<file path="config.mk">
export PLATFORM = sky130hd
export DESIGN_NAME = sad_window_sequencer
export DESIGN_NICKNAME = d
export VERILOG_FILES = /design/src/rtl/sad_window_sequencer.sv
export SDC_FILE = /design/constraint.sdc
export NUM_CORES = 1
export LEC_CHECK = 0
export CAP_MARGIN = 20
export CORE_MARGIN = 2
export CORE_UTILIZATION = 30
export CTS_BUF_LIST = sky130_fd_sc_hd__clkbuf_8
export CTS_CLUSTER_SIZE = 10
export DETAILED_ROUTE_END_ITERATION = 12
export GPL_ROUTABILITY_DRIVEN = 1
export SLEW_MARGIN = 40
export SYNTH_ARGS = -nofsm -noshare
export SYNTH_HDL_FRONTEND = slang
export SYNTH_SLANG_ARGS = --single-unit
</file>
<file path="constraint.sdc">
create_clock -name clock -period 2.05 [get_ports clock]
set_input_delay 0.3075 -clock clock [delete_from_list [all_inputs] [get_ports clock]]
set_output_delay 0.3075 -clock clock [all_outputs]
set_load 0.01 [all_outputs]
</file>
<file path="src/rtl/sad_window_sequencer.sv">
// sad_window_sequencer: row sequencer in front of the sliding-window sum
// accumulator of the stereo SAD path.
//
// The accumulator has no clear and no enable, so this block controls it
// entirely through acc_in:
//  - it forwards the accepted cost samples of a row,
//  - it drives zeros in every other cycle,
//  - after each row it drives WINDOW_SIZE+ACC_LAT zeros so that window_sum
//    is back at 0 before the next row can start.
// It also tags each accumulator output that covers a complete window with
// sum_valid and the window-centre column sum_col.
//
// Optional feature, selected at build time by the macro SEQ_ZERO_PAD_EN:
//  - (WINDOW_SIZE-1)/2 zero samples are inserted before and after every row,
//    so an N-sample row produces N complete windows with sum_col 0..N-1.
//  - WINDOW_SIZE must be odd in that build.
//
// Without the macro, an N-sample row produces N-WINDOW_SIZE+1 windows with
// sum_col running from P to N-1-P.

module sad_window_sequencer #(
  parameter int WINDOW_SIZE = 5,
  parameter int NUM_BITS    = 11,
  parameter int ACC_LAT     = 1,
  parameter int COL_W       = 10
) (
  input  logic                clock,
  input  logic                reset,
  input  logic [NUM_BITS-1:0] pix_in,
  input  logic                pix_valid,
  input  logic                row_start,
  input  logic                row_end,
  output logic                pix_ready,
  output logic [NUM_BITS-1:0] acc_in,
  output logic                sum_valid,
  output logic [COL_W-1:0]    sum_col,
  output logic                busy,
  output logic                row_err
);

  localparam int P         = (WINDOW_SIZE - 1) / 2;
  localparam int FLUSH_LEN = WINDOW_SIZE + ACC_LAT;
  localparam int CNT_W     = $clog2(FLUSH_LEN + 1);

  localparam logic [COL_W-1:0] K_MAX    = '1;
  localparam logic [COL_W-1:0] LAST_TAP = COL_W'(WINDOW_SIZE - 1);

`ifdef SEQ_ZERO_PAD_EN
  // Leading pad zeros shift the sample index by P, so the window that ends
  // at padded index k is centred on real column k-2P.
  localparam logic [COL_W-1:0] COL_OFF = COL_W'(2 * P);
  localparam logic [COL_W-1:0] FIRST_K = COL_W'(P);

  typedef enum logic [2:0] {
    IDLE     = 3'd0,
    PAD_PRE  = 3'd1,
    STREAM   = 3'd2,
    PAD_POST = 3'd3,
    FLUSH    = 3'd4
  } state_t;
`else
  localparam logic [COL_W-1:0] COL_OFF = COL_W'(P);
  localparam logic [COL_W-1:0] FIRST_K = '0;

  typedef enum logic [1:0] {
    IDLE   = 2'd0,
    STREAM = 2'd1,
    FLUSH  = 2'd2
  } state_t;
`endif

  state_t             state;
  logic               ready_q;
  logic [COL_W-1:0]   k_cnt;
  logic [CNT_W-1:0]   cnt;
  logic               tag_v   [0:ACC_LAT];
  logic [COL_W-1:0]   tag_col [0:ACC_LAT];
  logic               accept;

  // The sample index counter saturates instead of wrapping.
  function automatic logic [COL_W-1:0] inc_sat(input logic [COL_W-1:0] v);
    return (v == K_MAX) ? v : v + 1'b1;
  endfunction

  // A window is complete once the sample index reaches WINDOW_SIZE-1.
  function automatic logic is_full(input logic [COL_W-1:0] k);
    return (k >= LAST_TAP);
  endfunction

  function automatic logic [COL_W-1:0] centre_of(input logic [COL_W-1:0] k);
    return is_full(k) ? (k - COL_OFF) : '0;
  endfunction

`ifdef SEQ_ZERO_PAD_EN
  // A row start seen in IDLE is held upstream while the leading pad runs.
  assign pix_ready = ready_q & ~((state == IDLE) & pix_valid & row_start);
`else
  assign pix_ready = ready_q;
`endif

  assign accept    = pix_valid & pix_ready;
  assign sum_valid = tag_v[ACC_LAT];
  assign sum_col   = tag_col[ACC_LAT];

  // Row FSM: drives acc_in, handshake, error flag and the window tag pipeline.
  always_ff @(posedge clock) begin
    if (reset) begin
      state   <= IDLE;
      ready_q <= 1'b0;
      acc_in  <= '0;
      busy    <= 1'b0;
      row_err <= 1'b0;
      k_cnt   <= '0;
      cnt     <= '0;
      for (int i = 0; i <= ACC_LAT; i++) begin
        tag_v[i]   <= 1'b0;
        tag_col[i] <= '0;
      end
    end else begin
      // The tag travels alongside the sample through the accumulator latency.
      for (int i = ACC_LAT; i >= 1; i--) begin
        tag_v[i]   <= tag_v[i-1];
        tag_col[i] <= tag_col[i-1];
      end
      acc_in     <= '0;
      tag_v[0]   <= 1'b0;
      tag_col[0] <= '0;

      case (state)
        IDLE: begin
          k_cnt   <= '0;
          ready_q <= 1'b1;
          busy    <= 1'b0;
`ifdef SEQ_ZERO_PAD_EN
          if (ready_q && pix_valid && row_start) begin
            state   <= PAD_PRE;
            cnt     <= CNT_W'(P - 1);
            ready_q <= 1'b0;
            busy    <= 1'b1;
          end
`else
          if (accept && row_start) begin
            acc_in <= pix_in;
            k_cnt  <= inc_sat('0);
            busy   <= 1'b1;
            if (row_end) begin
              state   <= FLUSH;
              cnt     <= CNT_W'(FLUSH_LEN - 1);
              ready_q <= 1'b0;
            end else begin
              state <= STREAM;
            end
          end
`endif
        end

`ifdef SEQ_ZERO_PAD_EN
        PAD_PRE: begin
          tag_v[0]   <= is_full(k_cnt);
          tag_col[0] <= centre_of(k_cnt);
          k_cnt      <= inc_sat(k_cnt);
          if (cnt == '0) begin
            state   <= STREAM;
            ready_q <= 1'b1;
          end else begin
            cnt <= cnt - 1'b1;
          end
        end
`endif

        STREAM: begin
          if (!pix_valid) begin
            row_err <= 1'b1;
            state   <= FLUSH;
            cnt     <= CNT_W'(FLUSH_LEN - 1);
            ready_q <= 1'b0;
          end else if (row_start && !row_end && (k_cnt != FIRST_K)) begin
            row_err <= 1'b1;
            state   <= FLUSH;
            cnt     <= CNT_W'(FLUSH_LEN - 1);
            ready_q <= 1'b0;
          end else if ((k_cnt == K_MAX) && !row_end) begin
            row_err <= 1'b1;
            state   <= FLUSH;
            cnt     <= CNT_W'(FLUSH_LEN - 1);
            ready_q <= 1'b0;
          end else begin
            acc_in     <= pix_in;
            tag_v[0]   <= is_full(k_cnt);
            tag_col[0] <= centre_of(k_cnt);
            k_cnt      <= inc_sat(k_cnt);
            if (row_end) begin
              ready_q <= 1'b0;
`ifdef SEQ_ZERO_PAD_EN
              state <= PAD_POST;
              cnt   <= CNT_W'(P - 1);
`else
              state <= FLUSH;
              cnt   <= CNT_W'(FLUSH_LEN - 1);
`endif
            end
          end
        end

`ifdef SEQ_ZERO_PAD_EN
        PAD_POST: begin
          tag_v[0]   <= is_full(k_cnt);
          tag_col[0] <= centre_of(k_cnt);
          k_cnt      <= inc_sat(k_cnt);
          if (cnt == '0) begin
            state <= FLUSH;
            cnt   <= CNT_W'(FLUSH_LEN - 1);
          end else begin
            cnt <= cnt - 1'b1;
          end
        end
`endif

        FLUSH: begin
          ready_q <= 1'b0;
          if (cnt == '0) begin
            state   <= IDLE;
            ready_q <= 1'b1;
            busy    <= 1'b0;
          end else begin
            cnt <= cnt - 1'b1;
          end
        end

        default: begin
          state   <= IDLE;
          ready_q <= 1'b0;
          busy    <= 1'b0;
        end
      endcase
    end
  end

endmodule
</file>
Word-level counts from Yosys, hierarchy flattened
Memories as Yosys holds them, arrays and structs flattened.
Cells that the tools add are included.
{"block": "op_classes", "reduce_logical": 15, "magnitude_cmp": 1, "n_mux": 56, "n_addsub": 3, "bitwise": 8, "n_eq_ne": 12}
{"operator": "two-way mux 10 bit", "n": 8}
{"operator": "two-way mux 11 bit", "n": 4}
{"operator": "two-way mux 1 bit", "n": 25}
{"operator": "one-hot mux 11 bit (2 select lines)", "n": 1}
{"operator": "one-hot mux 10 bit (2 select lines)", "n": 1}
{"operator": "two-way mux 3 bit", "n": 6}
{"operator": "two-way mux 2 bit", "n": 7}
{"operator": "!= test 2 bit (second input constant)", "n": 7}
{"operator": "adder 10 x 1 -> 10 bit (second input constant)", "n": 1}
{"operator": "== test 10 bit (second input constant)", "n": 1}
{"operator": ">= comparator 10 x 3 -> 1 bit (second input constant)", "n": 1}
{"operator": "nonzero test 10 bit", "n": 1}
{"operator": "subtractor 10 x 2 -> 10 bit (second input constant)", "n": 1}
{"operator": "one-hot mux 3 bit (3 select lines)", "n": 1}
{"operator": "OR 1 bit", "n": 6}
{"operator": "one-hot mux 1 bit (3 select lines)", "n": 2}
{"operator": "one-hot mux 2 bit (3 select lines)", "n": 1}
{"operator": "AND reduction 3 bit", "n": 2}
{"operator": "!= test 5 bit (second input constant)", "n": 1}
{"operator": "AND reduction 5 bit", "n": 1}
{"operator": "logical AND 1 bit", "n": 4}
{"operator": "AND reduction 2 bit", "n": 2}
{"operator": "logical NOT 3 bit", "n": 1}
{"operator": "!= test 3 x 1 -> 1 bit (second input constant)", "n": 1}
{"operator": "9 further kinds", "n": 9}
{"block": "word_totals", "register_bits": 29, "mem_bits_rw": 22, "wordCells": 104, "in_bits": 16, "out_inout_bits": 25, "memories": 2}
{"memory": "tag_col", "words": 2, "word_bits": 10, "read_ports": 2, "rd_ports_with_merged_regs": 0, "wr": 2, "line_no": "77", "rtl": "logic [COL_W-1:0] tag_col [0:ACC_LAT];"}
{"memory": "tag_v", "words": 2, "word_bits": 1, "read_ports": 2, "rd_ports_with_merged_regs": 0, "wr": 2, "line_no": "76", "rtl": "logic tag_v [0:ACC_LAT];"}

Logic depth before layout (Yosys ltp)
{"block": "depth", "ltp_word": 9, "depth_mapped": 8, "depth_no_buf": 6}

Worst setup path after synthesis
Ideal clock, no wire load.
{"block": "synth_path", "kind": "register to register", "start": "reg state[0]", "end": "reg cnt[1]", "arrival_ns": 1.642, "slack_ns": 0.320, "path_buffers": 0, "setup_time_ns": 0.088, "period_less_slack_ns": 1.730, "path_stages_with_launch": 7, "cell_sequence": "dfxtp_1 inv_1 ha_1 and3b_2 a211oi_1 nor2_1 a311oi_2"}
{"block": "synth_via", "elab_chain_cells": 3}
{"item": "from (decl)", "line_no": "72", "rtl": "state_t state;"}
{"item": "from (signal assigned)", "line_no": "108", "rtl": "state <= IDLE;"}
{"item": "from (signal assigned)", "line_no": "147", "rtl": "state <= FLUSH;"}
{"item": "from (signal assigned)", "line_no": "151", "rtl": "state <= STREAM;"}
{"item": "== test 2 bit (tied with other cells)", "line_no": "129", "rtl": "case (state)"}
{"item": "!= test 2 bit (no line) / nonzero test 3 bit (equally long branches)"}
{"item": "AND reduction 3 bit (no line)"}
{"item": "to (signal assigned)", "line_no": "148", "rtl": "cnt <= CNT_W'(FLUSH_LEN - 1);"}
{"item": "to (signal assigned)", "line_no": "175", "rtl": "cnt <= CNT_W'(FLUSH_LEN - 1);"}
{"item": "to (signal assigned)", "line_no": "180", "rtl": "cnt <= CNT_W'(FLUSH_LEN - 1);"}
{"item": "to (decl)", "line_no": "75", "rtl": "logic [CNT_W-1:0] cnt;"}
Several ways; a longest one is shown, not always the timed one.
A chain may end at the register's enable or synchronous reset.

Worst setup path in the final report
{"block": "layout_path", "start": "reg k_cnt[2]", "end": "reg cnt[1]"}
{"block": "layout_via", "elab_chain_cells": 6}
{"item": "from (decl)", "line_no": "74", "rtl": "logic [COL_W-1:0] k_cnt;"}
{"item": "from (signal assigned)", "line_no": "144", "rtl": "k_cnt <= inc_sat('0);"}
{"item": "from (signal assigned)", "line_no": "191", "rtl": "k_cnt <= inc_sat(k_cnt);"}
{"item": "== test 10 bit", "line_no": "182", "rtl": "end else if ((k_cnt == K_MAX) && !row_end) begin"}
{"item": "logical AND 1 bit", "line_no": "182"}
{"item": "two-way mux 3 bit", "line_no": "182"}
{"item": "two-way mux 3 bit *", "line_no": "177", "rtl": "end else if (row_start && !row_end && (k_cnt != FIRST_K)) begin"}
{"item": "two-way mux 3 bit *", "line_no": "172", "rtl": "if (!pix_valid) begin"}
{"item": "one-hot mux 3 bit (3 select lines) *", "line_no": "129"}
{"item": "to (signal assigned)", "line_no": "175"}
{"item": "to (signal assigned)", "line_no": "180"}
{"item": "to (signal assigned)", "line_no": "185", "rtl": "cnt <= CNT_W'(FLUSH_LEN - 1);"}
Mark *: on every way between the ends. The rest lies on a longest branch, timed or not.

==> results_dict.tcl <==
set metrics [dict create \
    yosysSeqAreaShare 0.4304 \
    gr-usage-all-layers 0.1234 \
    mostFrequentLayoutCells "dfxtp_1, clkdlybuf4s50_1, buf_4" \
    clock_latency_ps 310 \
    p_total_mw 2.971 \
    wl_mm 5.063 \
    overflow 0 \
    grt_use_met2 0.2083 \
    critical_path_buf_inv_count 0 \
    fin_worst_skew_ps 14.94 \
    die_w_um 92.93 \
    antennaDiodeCount 0 \
    synth_nets 277 \
    clk_pin_slew_ps 100 \
    die_y_um 92.93 \
    cts-htree-levels 2 \
    via_per_inst 4.745 \
    drtIter0Drc 188 \
    hold_violations 0 \
    setup_violations 0 \
    ir_drop_mv 0.4062 \
    post-route-util 0.4102 \
    cts_buffers 5 \
    stdcell_count 415 \
    grt_util_met1 0.1543 \
    dp_cells 407 \
    io_pins 41 \
    hold_end "tag_col[1][2]$_SDFF_PP0_" \
    timing.rr.start "k_cnt[2]$_SDFFE_PP0P_" \
    cts_num_sinks 51 \
    finalMaxSlewViolations 0 \
    tns_ps 0 \
    leakagePower_nw 1.212 \
    worstReg2RegEnd "cnt[1]$_SDFFE_PP0P_" \
    critPathRequiredTime_ps 2280 \
    min_from "tag_col[0][2]$_SDFF_PN0_" \
    synth_edf_count 0 \
    grt_util_met3 0.03092 \
    cp.arrival_ps 2080 \
    grt_pass1_wl_mm 8.590 \
    syn_area_per_cell_um2 9.451 \
    fin_crit_sh 0.9053 \
    drcViolationCount 0 \
    grt_antenna_before_repair 0 \
    status "completed" \
    hold_path_depth 1 \
    hold_path.class "reg -> reg" \
    max_clock_freq_mhz 538.8 \
    rrSetupSlack_ps 190 \
    critPathLaunchType "flop" \
    path_class "reg -> reg" \
    critPathMaxStageDelay_ps 550 \
    powerDensity_nw_per_um2 942.4 \
    maxCapViolations 0 \
    final_common_cell "dfxtp_1" \
    critPathMaxFanout 8 \
    grt_max_degree 18 \
    synth.top_cell.area_share 0.4304 \
    hold_buffers 0 \
    dieArea_um2 8635 \
    first_pass_iters 4 \
    max_slew_margin 0.5998 \
    syn_area_um2 2372 \
    crit_family "simple AND/OR/NAND/NOR gates" \
    postSynthCellCount 251 \
    tightest_slew_ps 598.4 \
    initial_core_util 0.3086 \
    synthTopCellsByArea "dfxtp_1, ha_1, mux2i_1" \
    portBuffers 40 \
    gp_congestion 0.8689 \
    cts_tree "yes" \
    cts-root-buf "clkbuf_8" \
    wl_per_cell_um 12.20 \
    fin_crit_ps 1856 \
    rsz0062_at_grt "no" \
    ys_ff_latch 51 \
    num_vias 1969 \
    rows 32 \
    ys_async_sr_fraction 0 \
    ys_types 51 \
    crit_path_cell_trace "nor4_4, a31oi_1, or4_1, a311oi_2" \
    antenna_left 0 \
    final_layout_size_suffix_gt1_frac 0.1725 \
    yosys_warnings 0 \
    synth_ff_type "dfxtp_1" \
    grt_pass1_vias 1897 \
    reg2reg_depth 4 \
    clock_path_buffers 2 \
    critical_path.endpoint_type "flop" \
    core_region_area_um2 7687 \
    synth_top_area_cell "dfxtp_1" \
    top_usage_layer "met2" \
    dp_hpwl_mm 3.839 \
    slowest_stage "or4_1" \
    area_growth_pct 32.91 \
    num-nets-final 338 \
]
==> synth_stat cells, types with 5 or more instances <==
| cell type | n |
|---|---|
| nor3b_1 | 11 |
| nand3_1 | 5 |
| a211oi_1 | 6 |
| nand4_1 | 6 |
| nor2b_1 | 13 |
| a31oi_1 | 5 |
| inv_1 | 13 |
| dfxtp_1 | 51 |
| mux2i_1 | 9 |
| ha_1 | 10 |
| or3_1 | 5 |
| clkbuf_1 | 5 |
| nor4_1 | 7 |
| a21oi_1 | 8 |
| nand2_1 | 15 |
| nand2b_1 | 7 |
| nor2_1 | 20 |
==> final cells by class <==
class	instances	area [um^2]
clock buffers	5	68.82
multi-input cells	173	1230
inverters	13	48.80
clock inverters	3	46.29
repair buffers	68	610.6
flip-flops and latches	51	1021
fillers	758	4534
well taps	102	127.6
==> worst max path at each step <==
stage                          start  cells past startpoint               endpoint  slack, ps
3_5_place_dp               row_start                      6  state[1]$_SDFFE_PP0P_        -10
4_1_cts        k_cnt[2]$_SDFFE_PP0P_                      5  k_cnt[4]$_SDFFE_PP0P_        110
2_1_floorplan  state[0]$_SDFFE_PP0P_                      6    cnt[1]$_SDFFE_PP0P_        320
5_1_grt        k_cnt[2]$_SDFFE_PP0P_                      5  k_cnt[5]$_SDFFE_PP0P_         50
3_3_place_gp                 row_end                      5   acc_in[3]$_SDFF_PP0_       -130
6_report       k_cnt[2]$_SDFFE_PP0P_                      4    cnt[1]$_SDFFE_PP0P_        190
==> worst reg2reg max path, delay by kind of cell (launching register included) <==
| family | cells | cell delay [ps] |
|---|---|---|
| AND/OR/NAND/NOR | 2 | 920 |
| AO/OA/AOI/OAI | 2 | 450 |
| flip-flops | 1 | 420 |
==> through the flow <==
| step | hold WS, ps | worst slack (ps) | instance area, um^2 |
|---|---|---|---|
| after floorplan | 413.8 | 319.9 | 2372 |
| after global placement | 418.9 | -130.8 | 3010 |
| after detailed placement | 420.4 | -14.17 | 3017 |
| after CTS | 443.3 | 106.7 | 3132 |
| after global routing | 460.0 | 53.10 | 3153 |
| final | 439.1 | 194.1 | 3153 |
==> per-layer routing <==
metal | routed length, um | vias to the layer above
met5 | 0 | -
met4 | 29 | 0
met3 | 335 | 2
met2 | 2354 | 64
met1 | 2343 | 894
li1 | - | 1009
==> report_power, final <==
part           internal, mW  leakage [nW]  switching (mW)
clock network         0.368        0.0548           0.353
registers              1.07         0.412          0.0639
logic                 0.540         0.745           0.575
total                  1.98          1.21           0.992
==> state kept, by name, summed over array words and instances (netlist names) <==
signal and count:
tag_v 2, busy 1, cnt 3, pix_ready 1, acc_in 11, tag_col 20
row_err 1, k_cnt 10, state 2
==> what timing repair did <==
item / CTS / global route
setup buffers: 0 / 0
resized for setup: 0 / 3
endpoints found under the setup margin: 0 / 3
==> cell families after synthesis <==
group | Yosys count | synth area share
mux | 11 | 0.04747
flops | 51 | 0.4304
fa+ha+maj | 10 | 0.05274
xor+xnor | 6 | 0.02215
buf+inv | 27 | 0.06276
simple gates | 111 | 0.2753
compound gates | 35 | 0.1092
(Power assumes the default switching activity.)
